`config.mk`:
```
export PLATFORM = sky130hd
export DESIGN_NAME = mem_arbiter
export DESIGN_NICKNAME = d
export VERILOG_FILES = /design/src/rtl/mem_arbiter.sv
export SDC_FILE = /design/constraint.sdc
export NUM_CORES = 1
export LEC_CHECK = 0
export BUFFER_PORTS_ARGS = -buffer_cell sky130_fd_sc_hd__clkbuf_2
export CORE_AREA = 10 10 214 216
export CTS_CLUSTER_SIZE = 25
export DETAILED_ROUTE_END_ITERATION = 16
export DIE_AREA = 0 0 224 226
export HOLD_SLACK_MARGIN = 0.15
export PLACE_DENSITY = 0.56
export RECOVER_POWER = 25
export SLEW_MARGIN = 20
export SYNTH_ARGS = -nofsm -noshare
export SYNTH_HDL_FRONTEND = slang
export SYNTH_SLANG_ARGS = --single-unit
```
`constraint.sdc`:
```
create_clock -name i_clk -period 5.5 [get_ports i_clk]
set_input_delay 1.1 -clock i_clk [delete_from_list [all_inputs] [get_ports i_clk]]
set_output_delay 1.1 -clock i_clk [all_outputs]
set_load 0.1 [all_outputs]
```
`src/rtl/mem_arbiter.sv`:
```
// mem_arbiter: round-robin arbiter that funnels per-processor read/write
// requests onto one memory port and broadcasts read data back to the pool.
// Optional read timeout: define MEM_ARB_RD_TIMEOUT_EN to enable it.

// Per-processor lane: slices the flat request buses into one processor's view.
module mem_arbiter_lane #(
  parameter int BUS_W  = 64,
  parameter int ADDR_W = 16
) (
  input  logic              i_req_rd,
  input  logic              i_req_wr,
  input  logic [ADDR_W-1:0] i_addr,
  input  logic [BUS_W-1:0]  i_wr_data,
  input  logic [2:0]        i_wr_size,
  output logic              o_req,
  output logic [ADDR_W-1:0] o_addr,
  output logic [BUS_W-1:0]  o_wr_data,
  output logic [2:0]        o_wr_size
);
  assign o_req     = i_req_rd | i_req_wr;
  assign o_addr    = i_addr;
  assign o_wr_data = i_wr_data;
  assign o_wr_size = i_wr_size;
endmodule

module mem_arbiter #(
  parameter int PROC_COUNT = 4,
  parameter int BUS_W      = 64,
  parameter int ADDR_W     = 16,
  parameter int TIMEOUT    = 15
) (
  input  logic                         i_clk,
  input  logic                         i_rstn,
  input  logic [PROC_COUNT-1:0]        i_req_rd,
  input  logic [PROC_COUNT-1:0]        i_req_wr,
  input  logic [PROC_COUNT*ADDR_W-1:0] i_addr,
  input  logic [PROC_COUNT*BUS_W-1:0]  i_wr_data,
  input  logic [PROC_COUNT*3-1:0]      i_wr_size,
  output logic [PROC_COUNT-1:0]        o_grant_rd,
  output logic [PROC_COUNT-1:0]        o_grant_wr,
  output logic [PROC_COUNT-1:0]        o_valid,
  output logic [BUS_W-1:0]             o_data,
  output logic                         o_mem_en,
  output logic                         o_mem_we,
  output logic [ADDR_W-1:0]            o_mem_addr,
  output logic [BUS_W-1:0]             o_mem_wdata,
  output logic [2:0]                   o_mem_wsize,
  input  logic [BUS_W-1:0]             i_mem_rdata,
  input  logic                         i_mem_rvalid,
  output logic                         o_err
);

  localparam int PW = (PROC_COUNT > 1) ? $clog2(PROC_COUNT) : 1;

  typedef enum logic [1:0] {IDLE, GRANT, RD_WAIT} state_t;

  state_t                              state;
  logic [PW-1:0]                       ptr;
  logic [PW-1:0]                       w;
  logic                                cur_we;
  logic [PW-1:0]                       win;
  logic [PROC_COUNT-1:0]               req;
  logic [PROC_COUNT-1:0][ADDR_W-1:0]   addr_a;
  logic [PROC_COUNT-1:0][BUS_W-1:0]    wdata_a;
  logic [PROC_COUNT-1:0][2:0]          wsize_a;

  for (genvar g = 0; g < PROC_COUNT; g++) begin : g_lane
    mem_arbiter_lane #(.BUS_W(BUS_W), .ADDR_W(ADDR_W)) u_lane (
      .i_req_rd  (i_req_rd[g]),
      .i_req_wr  (i_req_wr[g]),
      .i_addr    (i_addr[g*ADDR_W +: ADDR_W]),
      .i_wr_data (i_wr_data[g*BUS_W +: BUS_W]),
      .i_wr_size (i_wr_size[g*3 +: 3]),
      .o_req     (req[g]),
      .o_addr    (addr_a[g]),
      .o_wr_data (wdata_a[g]),
      .o_wr_size (wsize_a[g])
    );
  end

  // Successor of a processor index, wrapping at PROC_COUNT-1.
  function automatic logic [PW-1:0] nxt(input logic [PW-1:0] v);
    return (v == PW'(PROC_COUNT - 1)) ? '0 : v + PW'(1);
  endfunction

  // Round-robin pick: first requester at or above ptr, wrapping around.
  always_comb begin
    logic [PW:0]   sum;
    logic [PW-1:0] idx;
    logic          found;
    win   = ptr;
    found = 1'b0;
    sum   = '0;
    idx   = '0;
    for (int k = 0; k < PROC_COUNT; k++) begin
      sum = {1'b0, ptr} + (PW+1)'(k);
      if (sum >= (PW+1)'(PROC_COUNT)) sum = sum - (PW+1)'(PROC_COUNT);
      idx = sum[PW-1:0];
      if (!found && req[idx]) begin
        win   = idx;
        found = 1'b1;
      end
    end
  end

`ifdef MEM_ARB_RD_TIMEOUT_EN
  localparam int CW = $clog2(TIMEOUT + 1);
  logic [CW-1:0] cnt;
`else
  // Keeps the timeout parameter referenced when the feature is compiled out.
  logic [31:0] unused_timeout;
  assign unused_timeout = TIMEOUT;
  assign o_err = 1'b0;
`endif

  // Arbitration FSM; every output is a register, pulses default low each cycle.
  always_ff @(posedge i_clk or negedge i_rstn) begin
    if (!i_rstn) begin
      state       <= IDLE;
      ptr         <= '0;
      w           <= '0;
      cur_we      <= 1'b0;
      o_grant_rd  <= '0;
      o_grant_wr  <= '0;
      o_valid     <= '0;
      o_data      <= '0;
      o_mem_en    <= 1'b0;
      o_mem_we    <= 1'b0;
      o_mem_addr  <= '0;
      o_mem_wdata <= '0;
      o_mem_wsize <= '0;
`ifdef MEM_ARB_RD_TIMEOUT_EN
      cnt         <= '0;
      o_err       <= 1'b0;
`endif
    end else begin
      o_grant_rd <= '0;
      o_grant_wr <= '0;
      o_valid    <= '0;
      o_mem_en   <= 1'b0;
`ifdef MEM_ARB_RD_TIMEOUT_EN
      o_err      <= 1'b0;
`endif
      case (state)
        IDLE: begin
          if (|req) begin
            // Write wins when a processor asks for both.
            w           <= win;
            cur_we      <= i_req_wr[win];
            o_mem_en    <= 1'b1;
            o_mem_we    <= i_req_wr[win];
            o_mem_addr  <= addr_a[win];
            o_mem_wdata <= wdata_a[win];
            o_mem_wsize <= wsize_a[win];
            if (i_req_wr[win]) o_grant_wr <= PROC_COUNT'(1) << win;
            else               o_grant_rd <= PROC_COUNT'(1) << win;
            state <= GRANT;
          end
        end
        GRANT: begin
          if (cur_we) begin
            ptr   <= nxt(w);
            state <= IDLE;
          end else begin
            state <= RD_WAIT;
`ifdef MEM_ARB_RD_TIMEOUT_EN
            cnt   <= '0;
`endif
          end
        end
        RD_WAIT: begin
          if (i_mem_rvalid) begin
            o_data  <= i_mem_rdata;
            o_valid <= PROC_COUNT'(1) << w;
            ptr     <= nxt(w);
            state   <= IDLE;
          end
`ifdef MEM_ARB_RD_TIMEOUT_EN
          else if (cnt == CW'(TIMEOUT - 1)) begin
            // Memory never answered: return poisoned data and flag it.
            o_data  <= '1;
            o_valid <= PROC_COUNT'(1) << w;
            o_err   <= 1'b1;
            ptr     <= nxt(w);
            state   <= IDLE;
          end else begin
            cnt <= cnt + CW'(1);
          end
`endif
        end
        default: state <= IDLE;
      endcase
    end
  end

endmodule

```
======== After elaboration in Yosys (flattened, before gate mapping) ========
Index checks and enable logic that the tools add are counted.
cells by class
  $add $sub $neg .......................... 8
  multipliers ............................. 0
  divide/modulo/power cells ............... 0
  order comparisons ....................... 9
  equal/unequal tests ..................... 6
  shifts and indexed selects .............. 2
  mux-type cells .......................... 45
  bitwise operators ....................... 4
  reductions and logical operators ........ 13
operators with widths
  kind                                                                           number
  64-bit binary-select mux with 2-bit select                                     1
  64-bit two-way mux                                                             1
  16-bit binary-select mux with 2-bit select                                     1
  4-bit two-way mux                                                              8
  2-bit two-way mux                                                              14
  16-bit two-way mux                                                             1
  2-bit by 3-bit less-than comparator with 1-bit output (second input constant)  5
  1-bit binary-select mux with 2-bit select                                      5
  1-bit two-way mux                                                              10
  3-bit >= comparator (second input constant)                                    3
  1-bit by 2-bit left shift with 4-bit output (first input constant)             2
  2-bit by 1-bit subtractor with 2-bit output (second input constant)            4
  2-bit by 2-bit adder with 3-bit output (second input constant)                 2
  3-bit binary-select mux with 2-bit select                                      1
  2-bit != test (second input constant)                                          3
  2-bit one-hot mux with 3 select lines                                          1
  2-bit AND reduction                                                            3
  2-bit == test (second input constant)                                          2
  1-bit OR                                                                       4
  2-bit one-hot mux with 2 select lines                                          1
  4-bit OR reduction                                                             1
  2-bit by 1-bit adder with 3-bit output (second input constant)                 1
  2-bit by 3-bit >= comparator with 1-bit output (second input constant)         1
  1-bit logical AND                                                              3
  7 further kinds                                                                9
word-level totals
  register bits after elaboration ......... 167
  bits in latches ......................... 0
  bits in writable memories ............... 0
  bits in read-only memories .............. 0
  input port bits ......................... 407
  output and inout port bits .............. 162
  word-level logic and storage cells ...... 99
  memories ................................ 0

======== Logic depth before layout (Yosys ltp) ========
  word-level depth ........................ 19
  gate-level depth with buffers ........... 9
  mapped depth without buffers ............ 6

======== Hierarchy ========
A second synthesis with hierarchy kept.
second synthesis, totals
  cells, all modules ...................... 1197
  area total of the unflattened synthesis .. 11726.2 um2
modules (own cells, without submodules)
  module            instances  cells an instance  area an instance (um2)  seq. area each (um2)
  mem_arbiter       1          861                9208.8                  4179.0
  mem_arbiter_lane  4          84                 629.4                   0.0

======== Worst setup path before layout ========
Ideal clock, no wire load.
  kind .................................... input port to flip-flop
  start point ............................. in i_req_rd[2]
  end point ............................... reg o_mem_wdata[33]
  setup time .............................. 132 ps
  arrival ................................. 2690 ps
  data required time ...................... 5368 ps
  path slack .............................. 2678 ps
  stages .................................. 7
  buffers on the path ..................... 1
  path through ............................ or4_4 o211ai_2 nand2_2 buf_6 mux2_4 a222oi_1 o21ai_1
between the ends
  longest elaborated chain between the ends .. 15
  elaborated cells on any way between the ends .. 26
  those cells by class .................... mux: 17; bitwise: 1; reduce/logical: 8
RTL lines
  what                                        line  RTL
  start: declaration                          34    input logic [PROC_COUNT-1:0] i_req_rd,
  1-bit OR *                                  20    assign o_req = i_req_rd | i_req_wr;
  1-bit binary-select mux with 2-bit select   99    if (!found && req[idx]) begin
  1-bit two-way mux (implied by the code)     99
  1-bit two-way mux                           99
  1-bit zero test                             99
  1-bit logical AND                           99
  1-bit two-way mux                           99
  1-bit zero test                             99
  1-bit logical AND                           99
  1-bit two-way mux                           99
  1-bit zero test                             99
  1-bit logical AND                           99
  2-bit two-way mux                           99
  64-bit binary-select mux with 2-bit select  153   o_mem_wdata <= wdata_a[win];
  64-bit two-way mux (implied by the code)    153
  end signal: assignment                      153
  end: declaration                            46    output logic [BUS_W-1:0] o_mem_wdata,
Every way passes the cells marked *; elsewhere a longest branch is shown, timed or not. The select of a mux whose other input is x is not followed.
A chain may end at the register's enable or synchronous reset.

======== Worst setup path after layout ========
  start point ............................. in i_req_wr[0]
  end point ............................... reg o_mem_wdata[25]
between the ends
  longest elaborated chain between the ends .. 15
  elaborated cells on any way between the ends .. 26
  those cells by class .................... mux: 17; bitwise: 1; reduce/logical: 8
RTL lines
  what                                        line  RTL
  start: declaration                          35    input logic [PROC_COUNT-1:0] i_req_wr,
  1-bit OR *                                  20
  1-bit binary-select mux with 2-bit select   99
  1-bit two-way mux (implied by the code)     99
  1-bit two-way mux                           99
  1-bit zero test                             99
  1-bit logical AND                           99
  1-bit two-way mux                           99
  1-bit zero test                             99
  1-bit logical AND                           99
  1-bit two-way mux                           99
  1-bit zero test                             99
  1-bit logical AND                           99
  2-bit two-way mux                           99
  64-bit binary-select mux with 2-bit select  153
  64-bit two-way mux (implied by the code)    153
Marked as above.

==> flow_results.org <==
** Floorplan
- Die area :: 0.0506 mm²
- Floorplan die height :: 226 µm
- The die is 224 µm wide.
- Initial Utilization :: 0.214
- IO Count :: 569
- After floorplanning, the core was divided into 75 placement rows.
- Standard cell core area :: 0.0416 mm²

** Yosys
- Leading area contributor after synthesis :: sky130_fd_sc_hd__dfrtp_1
- Proportion of register bits with asynchronous set or reset after synthesis :: 1.00
- Syn Nets :: 1310
- Post-Syn Area :: 0.00890 mm²
- Cells taking the most area after synthesis :: sky130_fd_sc_hd__dfrtp_1 47%, sky130_fd_sc_hd__mux2_2 8.4%, sky130_fd_sc_hd__a221oi_1 6.9%, sky130_fd_sc_hd__a21boi_0 5.9%, sky130_fd_sc_hd__and3_1 5.0%
- After synthesis, the netlist uses 50 different library cells.
- In this run, synthesis inferred 0 flip-flops with an integrated enable.
- Synth Flop Type :: sky130_fd_sc_hd__dfrtp_1
- After technology mapping, the gate count stands at 899.
- Sequential fraction of the synthesis area :: 0.470
- Dividing the synthesized area by the synthesized cell count gives 9.90 µm².
- After synthesis the netlist holds a flip-flop and latch count of 167.
- For this run, the number of Yosys warnings is 0.
- Top cell type's share of synthesized area :: 0.470

** Timing
- Of the available clock period, the critical path in the final layout requires 0.618.
- Peak clock frequency supported by timing :: 294 MHz
- The tightest hold path in the finished design has a slack of 0.491 ns.
- Worst slew margin relative to its limit :: -0.544
- Setup repair after global routing left no endpoint under its margin.
- At the pin with the least slew margin, the transition time is 2.32 ns.
- Setup violations remaining at the end of the flow were counted as 0.
- Final worst path period need :: 3.40 ns
- Number of hold-slack violations in the final timing report :: 0
- Slew Viols, Final :: 88
- Post-Route Skew :: 0.00823 ns
- Total Neg Setup Slack :: 0 ns

** Routing
- Pre-antenna DRT Iters :: 7
- After detailed routing, the total wire length is 42.0 mm.
- For this block, the initial DRC count from the detailed router was 515.
- Post-DR vias/cell :: 4.75
- After detailed routing, the number of remaining DRC violations is 0.
- Total number of vias :: 9311
- In this run the remaining antenna-violating nets after routing total 0.
- In the final routed layout, each cell accounts on average for 21.4 µm.

** Critical path
- The worst setup path is captured at a flop.
- The worst setup path is launched from an input port.
- For flop-to-flop paths, the worst setup slack is 2.55 ns.
- Worst stage delay on the critical path :: 0.66 ns
- Most used cell, CP :: sky130_fd_sc_hd__o21ai_0
- At the worst endpoint, the required time is 5.81 ns.
- The number of cells on the worst reg-to-reg path is 7.
- In this run the critical register-to-register path is captured at o_mem_wdata[25]$_DFFE_PN0P_.
- CP cell instances :: clkbuf_2 > nor2_1 > o21ai_0 > a21oi_4 > buf_12 > a21boi_0 > o21ai_0 > a21oi_1
- CP max stage cell :: sky130_fd_sc_hd__a21oi_4
- Largest fanout on the critical path :: 87
- Worst Setup Path Type :: in -> reg
- In this run the critical register-to-register path is launched from ptr[1]$_DFFE_PN0P_.
- Arrival @ worst endpoint :: 3.71 ns

** Hold path
- The startpoint identified for the worst hold timing path is o_mem_wdata[6]$_DFFE_PN0P_.
- Class of the tightest hold or removal check :: reg -> reg
- For hold timing, the worst endpoint is o_mem_wdata[6]$_DFFE_PN0P_.
- Cell count of the worst hold path :: 2

** GRT
- The number of global-route vias before repair is 9989.
- Entering global routing, the biggest net connects 100 pins.
- Combined global-route utilization of all metal layers :: 0.160
- The total overflow left after global routing is 0.
- The first global-routing pass estimated 61.8 mm of wire.
- Number of antenna violations at the first check in global routing :: 1

** Placement
- # placed instances :: 1929
- In this run the tool buffered the top-level ports with 567 buffer cells.
- Routability Congestion :: 0.866
- Placed wire-length estimate :: 32.8 mm

** Flow run
- Max-cap violations :: 1

** Status
- Violated checks :: capacitance limit, slew limit
- Result of the run :: finished, violations left

** Clocking
- In this run the deepest clock path goes through 2 buffers.
- Buffers inserted to repair hold after CTS numbered 0.
- Clock latency on the worst-skew pair, taken at its later pin, is 0.45 ns.
- Gates resized during post-CTS repair numbered 0.
- CTS Root Cell :: sky130_fd_sc_hd__clkbuf_16
- Number of clock sinks seen by CTS :: 167
- In this run the number of H-tree levels came out at 4.
- In this run the post-CTS setup repair buffer count came out at 0.
- After clock tree synthesis, the clock-pin slew on the worst setup and hold paths is 0.07 ns.
- TritonCTS buffer count :: 17
- Clock tree from TritonCTS :: yes

** Cells and area
- Ant. Diodes :: 0
- For this run, the post-layout net count is 1820.
- Once layout is complete, the cells apart from fillers number 1960.
- In the final layout, the share of cells above drive strength 1 is 0.493.
- Compared with the post-synthesis result, the final layout area differs by 44.3%.
area by class of cell:
cell class              instances  area [µm²]
multi-input cells             632        4330
repair buffers                580        2980
fillers                      4436       28700
clock buffers                  18         429
inverters                      11        41.3
clock inverters                13         191
flip-flops and latches        167        4180
well taps                     539         674
cell usage after synthesis, types with 2 or more instances:
master	instances
sky130_fd_sc_hd__o21bai_1	2
sky130_fd_sc_hd__a21boi_0	70
sky130_fd_sc_hd__buf_6	2
sky130_fd_sc_hd__a221oi_1	70
sky130_fd_sc_hd__ha_1	4
sky130_fd_sc_hd__nor2_1	81
sky130_fd_sc_hd__nand2b_1	4
sky130_fd_sc_hd__o21ai_1	32
sky130_fd_sc_hd__a31oi_1	2
sky130_fd_sc_hd__a222oi_1	13
sky130_fd_sc_hd__mux2_4	12
sky130_fd_sc_hd__nand2_1	23
sky130_fd_sc_hd__nor4_1	4
sky130_fd_sc_hd__inv_1	10
sky130_fd_sc_hd__dfrtp_1	167
sky130_fd_sc_hd__nor3b_1	2
sky130_fd_sc_hd__o21ai_0	62
sky130_fd_sc_hd__or2_2	2
sky130_fd_sc_hd__buf_4	2
sky130_fd_sc_hd__a21oi_1	82
sky130_fd_sc_hd__o22ai_1	2
sky130_fd_sc_hd__mux2_2	66
sky130_fd_sc_hd__clkbuf_1	52
sky130_fd_sc_hd__and3_1	71
sky130_fd_sc_hd__nor2b_1	2
sky130_fd_sc_hd__nor3_1	4
sky130_fd_sc_hd__buf_1	7
sky130_fd_sc_hd__nand3_1	2
sky130_fd_sc_hd__buf_2	26
flip-flops by register name, indices dropped and copies added (netlist names):
signal	count
o_mem_en	1
o_mem_wsize	3
ptr	2
o_valid	4
cur_we	1
w	2
o_mem_wdata	64
o_grant_wr	4
state	2
o_grant_rd	4
o_mem_addr	16
o_data	64
worst max-delay path, delay by kind of cell:
kind / cells / cell delay [ns]
AOI/OAI and AO/OA: 5 / 1.56
and+or+nand+nor: 1 / 0.47
buffers and inverters: 2 / 0.49
metal layers:
metal,GRT usage,vias up,part of all wire
met4,0.0770,2,0.035
li1,-,4360,-
met3,0.0641,57,0.099
met1,0.172,4416,0.38
met5,0,-,0.00029
met2,0.269,476,0.49
worst max-delay path by stage:
stage | start | endpoint | slack, ns | cells past startpoint
6_report | i_req_wr[0] | o_mem_wdata[25]$_DFFE_PN0P_ | 2.10 | 8
3_5_place_dp | i_req_wr[1] | o_mem_addr[5]$_DFFE_PN0P_ | 1.62 | 7
2_1_floorplan | i_req_rd[2] | o_mem_wdata[33]$_DFFE_PN0P_ | 2.68 | 7
4_1_cts | i_req_rd[1] | o_mem_addr[5]$_DFFE_PN0P_ | 2.13 | 7
5_1_grt | i_req_wr[1] | o_grant_rd[3]$_DFF_PN0_ | 1.91 | 8
3_3_place_gp | i_req_wr[0] | o_mem_addr[2]$_DFFE_PN0P_ | 1.63 | 8
cells by family after synthesis:
kind of cell	share of synthesized area
muxes	0.104
other	0.000422
DFF	0.470
and+or+nand+nor	0.116
AOI/OAI and AO/OA	0.256
buffers and inverters	0.0484
adders and majority gates	0.00563
cells in the final DEF, fill, tap and decap left out, types with 4 or more instances in the layout:
master	synthesis	final
sky130_fd_sc_hd__o21ai_1	32	30
sky130_fd_sc_hd__nor3_1	4	4
sky130_fd_sc_hd__nand2_1	23	23
sky130_fd_sc_hd__bufinv_16	0	4
sky130_fd_sc_hd__dfrtp_1	167	167
sky130_fd_sc_hd__mux2_2	66	66
sky130_fd_sc_hd__buf_12	0	4
sky130_fd_sc_hd__a221oi_1	70	70
sky130_fd_sc_hd__clkbuf_16	0	17
sky130_fd_sc_hd__inv_6	0	4
sky130_fd_sc_hd__mux2_4	12	12
sky130_fd_sc_hd__nand2b_1	4	4
sky130_fd_sc_hd__a222oi_1	13	13
sky130_fd_sc_hd__clkbuf_2	0	566
sky130_fd_sc_hd__inv_1	10	10
sky130_fd_sc_hd__ha_1	4	4
sky130_fd_sc_hd__nor4_1	4	4
sky130_fd_sc_hd__and3_1	71	71
sky130_fd_sc_hd__o21ai_0	62	62
sky130_fd_sc_hd__a21oi_1	82	81
sky130_fd_sc_hd__a21boi_0	70	70
sky130_fd_sc_hd__nor2_1	81	81
sky130_fd_sc_hd__buf_4	2	9
per-stage QoR:
step,worst slack (ns),utilization,instance area (µm²)
after global placement,1.63,0.294,12200
after global routing,1.91,0.309,12800
after CTS,2.13,0.309,12800
after floorplan,2.68,-,8900
final,2.10,0.309,12800
after detailed placement,1.62,0.294,12200
Power is not shown: default switching activity piles up to over one toggle a cycle in this logic, so the estimate is an artifact.
